### config.mk
export PLATFORM = sky130hd
export DESIGN_NAME = issue_drain_ctrl
export DESIGN_NICKNAME = d
export VERILOG_FILES = /design/src/rtl/issue_drain_ctrl.sv
export SDC_FILE = /design/constraint.sdc
export NUM_CORES = 1
export LEC_CHECK = 0
export BUFFER_PORTS_ARGS = -buffer_cell sky130_fd_sc_hd__buf_4
export CORE_AREA = 3 3 86 88
export CTS_CLUSTER_SIZE = 20
export DETAILED_ROUTE_END_ITERATION = 6
export DIE_AREA = 0 0 89 91
export PLACE_DENSITY = 0.62
export SYNTH_ARGS = -nofsm -noshare
export SYNTH_HDL_FRONTEND = slang
export SYNTH_SLANG_ARGS = --single-unit
### constraint.sdc
create_clock -name clk -period 2.85 [get_ports clk]
set_clock_uncertainty 0.2 [all_clocks]
set_input_delay 0.1425 -clock clk [delete_from_list [all_inputs] [get_ports clk]]
set_output_delay 0.1425 -clock clk [all_outputs]
set_load 0.05 [all_outputs]
### src/rtl/issue_drain_ctrl.sv
// Issue-stage holding slot: issues one decoded instruction at a time,
// gated by the in-flight counter flags, with drain for barrier-class ops.
module issue_drain_ctrl #(
  parameter int INSTR_WIDTH     = 32,
  parameter int WFID_WIDTH      = 6,
  parameter int STALL_CNT_WIDTH = 16
) (
  input  logic                       clk,
  input  logic                       rst,
  input  logic                       in_valid,
  output logic                       in_ready,
  input  logic [INSTR_WIDTH-1:0]     in_instr,
  input  logic [WFID_WIDTH-1:0]      in_wfid,
  input  logic                       in_drain_req,
  input  logic                       flush,
  input  logic                       max_inflight_instr_flag,
  input  logic                       no_inflight_instr_flag,
  input  logic                       fu_ready,
  output logic                       out_valid,
  output logic [INSTR_WIDTH-1:0]     out_instr,
  output logic [WFID_WIDTH-1:0]      out_wfid,
  output logic                       issued_en,
  output logic                       drain_active,
  output logic [STALL_CNT_WIDTH-1:0] stall_count
);

  typedef enum logic [1:0] {
    S_IDLE,
    S_HOLD,
    S_DRAIN
  } state_t;

  state_t                     r_state;
  state_t                     w_next;
  logic [INSTR_WIDTH-1:0]     r_instr;
  logic [WFID_WIDTH-1:0]      r_wfid;
  logic                       r_drain;
  logic [STALL_CNT_WIDTH-1:0] r_stall;

  logic w_capture;
  logic w_busy;
  logic w_issue;
  logic w_stall_inc;

  assign w_busy      = (r_state == S_HOLD) || (r_state == S_DRAIN);
  assign w_capture   = in_valid & in_ready & ~flush;
  assign w_issue     = out_valid & fu_ready & ~flush;
  assign w_stall_inc = w_busy & ~w_issue & ~flush & ~(&r_stall);

  // out_valid looks only at state and flags, never at fu_ready
  always_comb begin
    w_next       = r_state;
    in_ready     = 1'b0;
    out_valid    = 1'b0;
    drain_active = 1'b0;
    unique case (r_state)
      S_IDLE: begin
        in_ready = ~rst;
        if (w_capture)
          w_next = in_drain_req ? S_DRAIN : S_HOLD;
      end
      S_HOLD: begin
        out_valid = ~max_inflight_instr_flag;
        if (flush || w_issue)
          w_next = S_IDLE;
      end
      S_DRAIN: begin
        out_valid    = no_inflight_instr_flag;
        drain_active = 1'b1;
        if (flush || w_issue)
          w_next = S_IDLE;
      end
      default: w_next = S_IDLE;
    endcase
  end

  always_ff @(posedge clk or posedge rst) begin
    if (rst) begin
      r_state <= S_IDLE;
      r_instr <= '0;
      r_wfid  <= '0;
      r_drain <= 1'b0;
      r_stall <= '0;
    end else begin
      r_state <= w_next;
      if (w_capture) begin
        r_instr <= in_instr;
        r_wfid  <= in_wfid;
        r_drain <= in_drain_req;
      end else if (w_busy && flush) begin
        r_instr <= '0;
        r_wfid  <= '0;
        r_drain <= 1'b0;
      end
      if (w_stall_inc)
        r_stall <= r_stall + 1'b1;
    end
  end

  assign issued_en   = w_issue;
  assign out_instr   = r_instr;
  assign out_wfid    = r_wfid;
  assign stall_count = r_stall;

  logic w_unused;
  assign w_unused = r_drain;

endmodule

# After elaboration in Yosys (flattened, before gate mapping)
# Cells that the tools add are included.
# totals
regBits,56
in_bits,46
out_inout_bits,58
word_cells,40
# op_classes
add_sub_neg,1
n_eq_ne,4
n_mux,11
n_bitwise,12
reduce_logical,8
# op_table
op,n
32-bit 2-to-1 mux,2
16-bit by 1-bit adder with 16-bit output (second input constant),1
16-bit AND reduction,1
6-bit 2-to-1 mux,2
1-bit bitwise AND,7
2-bit 2-to-1 mux,3
1-bit NOT,5
2-bit case mux with 2 select lines,1
2-bit by 1-bit equality test with 1-bit output (second input constant),1
2-bit equality test (second input constant),1
2-bit zero test,1
1-bit logical OR,2
1-bit 2-to-1 mux,2
2-bit by 1-bit inequality test with 1-bit output (second input constant),1
2-bit inequality test (second input constant),1
1-bit case mux with 2 select lines,1
2-bit AND reduction,1
2-bit nonzero test,1
2-bit OR reduction,1
1-bit logical AND,1

# Depth between registers and ports, before layout
# Gate-level depths: netlist of the first run.
# depth
word_depth,8
ltp_mapped,9

# Worst setup path before layout of the first run
# No wires, ideal clock.
# synth_path
kind,register to output
from,reg r_state[0]
to,out issued_en
arrival_ns,2.388
required_ns,2.508
slack_ns,0.119
path_stages_with_launch,6
cell_sequence,dfrtp_1 inv_1 ha_1 nand2_1 and2_1 nor3_1
# synth_via
elab_chain_len,4
# synth_rtl
element,line,text
start: declaration,33,state_t r_state;
start signal: assignment,85,r_state <= w_next;
2-bit equality test / 2-bit by 1-bit equality test with 1-bit output (equally long branches),56,unique case (r_state)
1-bit case mux with 2 select lines *,56,
1-bit bitwise AND * (2 in a row),47,assign w_issue = out_valid & fu_ready & ~flush;
end: declaration,22,"output logic issued_en,"
# Every way passes the cells marked *; elsewhere a longest branch is shown, timed or not.

# Final worst setup path of the first run
# layout_path
from,reg r_state[0]
to,"reg r_instr[23], in the netlist out_instr[23]"
# layout_via
elab_chain_len,5
# layout_rtl
element,line,text
2-bit zero test,56,
1-bit 2-to-1 mux,56,
1-bit bitwise AND (2 in a row),46,assign w_capture = in_valid & in_ready & ~flush;
32-bit 2-to-1 mux / 2-bit nonzero test (equally long branches),-,
end signal: assignment,87,r_instr <= in_instr;
end: declaration,35,logic [INSTR_WIDTH-1:0] r_instr;
# Several ways; a longest one is shown, not always the timed one.
# A chain may end at the register's enable or synchronous reset.

==> results.sh, run 1 <==
export IMPL_io_pins=104
export IMPL_clockBufferDepth=2
export IMPL_tns_ns=0
export IMPL_synth_common_cells="dfrtp_1, a22o_1, nand2_1, xnor2_1, nand3_1"
export IMPL_top_usage_layer="met2"
export IMPL_ctsResizeCount=0
export IMPL_cts_hold_buffers=40
export IMPL_cp_end_kind="flip-flop"
export IMPL_drt_pass1_iterations=4
export IMPL_clock_latency_ns=0.31
export IMPL_final_layout_size_suffix_gt1_frac=0.379
export IMPL_drtIter0Drc=80
export IMPL_fin_crit_sh=0.808
export IMPL_async_flop_share=1.00
export IMPL_postCtsSetupRepairBufs=0
export IMPL_p_per_area_nw_per_um2=1160
export IMPL_synth_warnings=0
export IMPL_wire_per_inst_um=15.2
export IMPL_area_delta_synth_final_pct=56.7
export IMPL_p_leak_nw=1.84
export IMPL_syn_instance_count=183
export IMPL_avgSynthCellArea_um2=13.0
export IMPL_rsz0062_at_grt="false"
export IMPL_remaining_drc_errors=0
export IMPL_yosysMostFrequentCell="dfrtp_1"
export IMPL_fmax_ghz=0.434
export IMPL_htree_levels=2
export IMPL_setup_violations=0
export IMPL_track_usage=0.153
export IMPL_tightestPinTransition_ns=0.969
export IMPL_drt_vias_per_instance=4.86
export IMPL_num_antenna_cells=0
export IMPL_slew_viol_final=0
export IMPL_num_rows=30
export IMPL_ys_flop_type="dfrtp_1"
export IMPL_crit_type="reg -> reg"
export IMPL_finalInstanceArea_um2=3720
export IMPL_tritoncts="done"
export IMPL_postRouteAntennaNets=0
export IMPL_synth_top_area_frac=0.590
export IMPL_numPortBuffers=103
export IMPL_grt_pass1_vias=2030
export IMPL_die_w_um=89
export IMPL_die_y_um=91
export IMPL_path_max_fanout=38
export IMPL_cts_sinks=56
export IMPL_grt_pass1_wl_um=9840
export IMPL_holdCritPathClass="in -> reg"
export IMPL_die_area_um2=8100
export IMPL_coreArea_um2=6720
export IMPL_synth_fp_nets=233
export IMPL_placed_area_um2=3210
export IMPL_cts_clk_slew_worst_paths_ns=0.10
export IMPL_relSlewSlack=0.352
export IMPL_crit_required_ns=2.90
export IMPL_yosys_cell_types_count=34
export IMPL_ys_seq_area_frac=0.590
export IMPL_crit_path_start_kind="flip-flop"
export IMPL_hold_violations=0
export IMPL_peakVddDrop_mv=0.700
export IMPL_status="completed"
export IMPL_gp_congestion=0.712
export IMPL_routed_wl_um=6200
export IMPL_period_needed_ns=2.30
export IMPL_synth_area_um2=2380
export IMPL_fin_nets=376
export IMPL_cts_root_buffer="clkbuf_8"
export IMPL_dpl_hpwl_um=4150
export IMPL_fin_util=0.554
export IMPL_antenna_found_initial=0
export IMPL_synth_top_cells_by_area="dfrtp_1, a22o_1, xnor2_1, ha_1, nand2_1"
export IMPL_cap_violations=0
export IMPL_synth_edf_count=0
export IMPL_postSynthRegisterBits=56
export IMPL_globalRouteMet3Util=0.0272
export IMPL_yosysTopAreaCell="dfrtp_1"
export IMPL_use_met2=0.251
export IMPL_grt_max_degree=57
export IMPL_cts_made_buffers=5
export IMPL_start_util=0.354
export IMPL_arrival_ns=2.35
export IMPL_vias=1976
export IMPL_grt_ovfl_total=0
export IMPL_final_fill_count=570
export IMPL_use_met1=0.202
-- cells by family after synthesis --
group / synth area share
compound gates: 0.156
xor+xnor: 0.0516
simple gates: 0.137
buf+inv: 0.0353
mux: 0.00948
fa+ha+maj: 0.0211
flops: 0.590
-- placed cells by master, fill, tap and decap left out, drive strengths merged --
master	instances
nand4b	1
bufinv	1
or2	1
nand3	8
and2	2
ha	4
and4	2
dfrtp	56
o21ai	1
a22o	38
nor2	4
xor2	2
o211ai	1
and3b	1
nand2	12
buf	106
nor3	4
a21oi	2
nor4	2
nand4	7
inv	5
xnor2	12
nor2b	3
clkbuf	6
mux2	2
nand2b	2
dlygate4sd3	40
and3	2
-- critical path, stage by stage, from the launching register on --
cell,delay (ns)
dfrtp_1,0.38
inv_1,0.08
ha_1,0.23
nor2b_2,0.17
and3b_1,0.20
a21oi_4,0.74
a22o_1,0.24
-- power by group --
part	total, mW	leakage [nW]	switching, mW	internal [mW]
clock	0.519	0.0558	0.253	0.266
sequential	1.34	0.742	0.227	1.11
combinational	2.45	1.04	1.65	0.802
total	4.31	1.84	2.13	2.18
-- stage by stage --
stage / std cells / worst slack, ns / hold slack [ns] / power [mW]
after floorplan: 183 / 0.119 / 0.0822 / 3.05
after global placement: 359 / 0.594 / 0.165 / 3.74
after detailed placement: 359 / 0.559 / 0.171 / 3.76
after CTS: 407 / 0.528 / 0.217 / 4.35
after global routing: 407 / 0.381 / 0.244 / 4.52
final: 407 / 0.547 / 0.223 / 4.31
-- per-layer routing --
metal | part of all wire | up-vias
met2 | 0.50 | 61
met1 | 0.43 | 955
li1 | - | 949
met4 | 0.025 | 0
met5 | 0 | -
met3 | 0.046 | 11
-- path summary, 6_finish.rpt --
check	from	end	slack, ns	depth (start not counted)
max	r_state[0]	out_instr[23]	0.55	6
min	flush	out_wfid[1]	0.22	3
max reg2reg	r_state[0]	out_instr[23]	0.55	6
min reg2reg	out_instr[6]	out_instr[6]	0.31	1
max in group asynchronous	rst	stall_count[4]	1.58	4
min in group asynchronous	rst	out_instr[29]	0.42	4
-- state kept, by name, indices dropped and copies added, names as in the netlist --
signal       cells
out_instr       32
out_wfid         6
r_state          2
stall_count     16
-- area by class of cell --
class,count,area [um^2],area share
clock buffer,6,72.6,0.0195
clock inverter,2,38.8,0.0104
inverter,4,15.0,0.00403
multi-input combinational,113,898,0.241
sequential,56,1400,0.376
tap,80,100,0.0269
timing repair buffer,146,1200,0.321
Note: power is estimated with default switching activity, not from simulation.
==> inputs of run 2 (changes only) <==
--- a/config.mk
+++ b/config.mk
@@ -10,7 +10,7 @@
 export CTS_CLUSTER_SIZE = 20
 export DETAILED_ROUTE_END_ITERATION = 6
 export DIE_AREA = 0 0 89 91
-export PLACE_DENSITY = 0.62
+export PLACE_DENSITY = 0.64
 export SYNTH_ARGS = -nofsm -noshare
 export SYNTH_HDL_FRONTEND = slang
 export SYNTH_SLANG_ARGS = --single-unit
==> constraint.sdc (replaced) <==
create_clock -name clk -period 1.9 [get_ports clk]
set_clock_uncertainty 0.2 [all_clocks]
set_input_delay 0.095 -clock clk [delete_from_list [all_inputs] [get_ports clk]]
set_output_delay 0.095 -clock clk [all_outputs]
set_load 0.05 [all_outputs]
==> run 2 against run 1 <==
The run now ends with negative setup slack left; critical path depth is 1 higher; register-to-register slack worse by 0.57 ns; largest cell class is now non-clock buffers; first-iteration DRC count is 19% higher; non-clock buffer count is 35 higher; maximum frequency is 20% higher; setup slack worse by 0.57 ns; worst hold slack worse by 0.10 ns; sequential power is 49% higher; global-route usage is 1.5 points higher; final area is 13% higher; die area stayed put; via count is 8.5% higher.
==> results.sh, run 2 (synthesis results as in run 1) <==
export IMPL_crit_chain="buf_4 -> ha_4 -> nand2_4 -> a21oi_4 -> or2_1 -> nor3_2 -> mux2_4"
export IMPL_cp_end_kind="flip-flop"
export IMPL_fmax_ghz=0.521
export IMPL_drt_pass1_iterations=4
export IMPL_vias=2143
export IMPL_remaining_drc_errors=0
export IMPL_cts_clk_slew_worst_paths_ns=0.12
export IMPL_fin_total_pwr_mw=7.18
export IMPL_final_cell_mix="buf_4, dfrtp_1, dlygate4sd3_1, a22o_1, xnor2_1"
export IMPL_setup_slack_ns=-0.0202
export IMPL_area_delta_synth_final_pct=77.7
export IMPL_cts_sinks=56
export IMPL_p_per_area_nw_per_um2=1700
export IMPL_clockBufferDepth=2
export IMPL_placed_area_um2=3430
export IMPL_rsz0062_at_grt="true"
export IMPL_dpl_hpwl_um=4310
export IMPL_slew_viol_final=0
export IMPL_die_y_um=91
export IMPL_crit_path_start_kind="flip-flop"
export IMPL_routed_wl_um=7000
export IMPL_fin_util=0.628
export IMPL_gp_congestion=0.732
export IMPL_crit_type="reg -> reg"
export IMPL_cts_made_buffers=5
export IMPL_start_util=0.354
export IMPL_violations="negative setup slack"
export IMPL_largest_reg_flops=32
export IMPL_numPortBuffers=103
export IMPL_postRouteAntennaNets=0
export IMPL_antenna_found_initial=0
export IMPL_regArea_um2=1410
export IMPL_htree_levels=2
export IMPL_tightestPinTransition_ns=0.422
export IMPL_dp_cells=375
export IMPL_grt_pass1_vias=2197
export IMPL_arrival_ns=1.94
export IMPL_peakVddDrop_mv=1.11
export IMPL_slowest_stage="dfrtp_1"
export IMPL_mostFrequentLayoutCell="buf_4"
export IMPL_period_needed_ns=1.92
export IMPL_p_leak_nw=2.06
export IMPL_setup_violations=1
export IMPL_relSlewSlack=0.718
export IMPL_clock_latency_ns=0.32
export IMPL_holdCritPathClass="in -> reg"
export IMPL_status="finished, violations left"
export IMPL_cts_root_buffer="clkbuf_8"
export IMPL_crit_buf_inv=1
export IMPL_die_area_um2=8100
export IMPL_grt_max_degree=43
export IMPL_fin_nets=412
export IMPL_cap_violations=0
export IMPL_grt_pass1_wl_um=10800
export IMPL_multi_input_area_um2=1040
export IMPL_hold_violations=0
export IMPL_die_w_um=89
export IMPL_grt_ovfl_total=0
export IMPL_max_stage_delay_ns=0.41
export IMPL_num_rows=30
export IMPL_whs_ns=0.120
export IMPL_finalInstanceArea_um2=4220
export IMPL_tns_ns=-0.0202
export IMPL_io_pins=104
export IMPL_final_fill_count=521
export IMPL_fin_cells=444
export IMPL_fin_crit_sh=1.01
export IMPL_final_layout_size_suffix_gt1_frac=0.518
export IMPL_track_usage=0.168
export IMPL_tritoncts="done"
export IMPL_path_max_fanout=3
export IMPL_place_ws_ns=-0.283
export IMPL_drtIter0Drc=95
export IMPL_wire_per_inst_um=15.8
export IMPL_crit_required_ns=1.92
export IMPL_drt_vias_per_instance=4.83
export IMPL_path_delay_family="simple AND/OR/NAND/NOR gates"
export IMPL_coreArea_um2=6720
==> run 2: final cells by class <==
type / instances / share of cell area
Timing Repair Buffer: 181 / 0.368
Inverter: 4 / 0.00356
Clock inverter: 3 / 0.00593
Multi-Input combinational cell: 114 / 0.247
Tap cell: 80 / 0.0237
Sequential cell: 56 / 0.335
Clock buffer: 5 / 0.0163
Antenna cell: 1 / 0.000593
==> run 2: repair_timing <==
item                                    CTS  global route
cloned                                    1             3
pin swaps                                 6             7
hold buffers                             40             0
endpoints found under the hold margin    58             0
endpoints found under the setup margin   46             9
setup buffers                             7             9
resized for setup                        16             8
==> run 2: routing by layer <==
metal | GRT usage | wire length, um | up-vias
met5 | 0 | 0 | -
met4 | 0.0484 | 104 | 0
met3 | 0.0417 | 382 | 6
met2 | 0.280 | 3540 | 70
met1 | 0.214 | 2970 | 1041
li1 | - | - | 1026
==> run 2: worst min-delay path, delay by kind of cell <==
family	cells	cell delay, ns
AO/OA/AOI/OAI	1	0.07
AND/OR/NAND/NOR	3	0.28
buffers and inverters	1	0.14
==> run 2: where the power goes <==
part           total (mW)  switching, mW  internal [mW]
clock               0.699          0.428          0.270
combinational        4.48           2.74           1.74
sequential           2.00          0.325           1.67
==> run 2: final timing paths <==
path | cells past startpoint | endpoint | start | slack, ns
setup / recovery | 7 | stall_count[12] | r_state[1] | -0.02
hold / removal | 5 | r_state[1] | flush | 0.12
setup reg to reg | 7 | stall_count[12] | r_state[1] | -0.02
hold reg to reg | 1 | out_instr[29] | out_instr[29] | 0.31
max in group asynchronous | 4 | out_instr[2] | rst | 0.72
min in group asynchronous | 3 | stall_count[13] | rst | 0.15
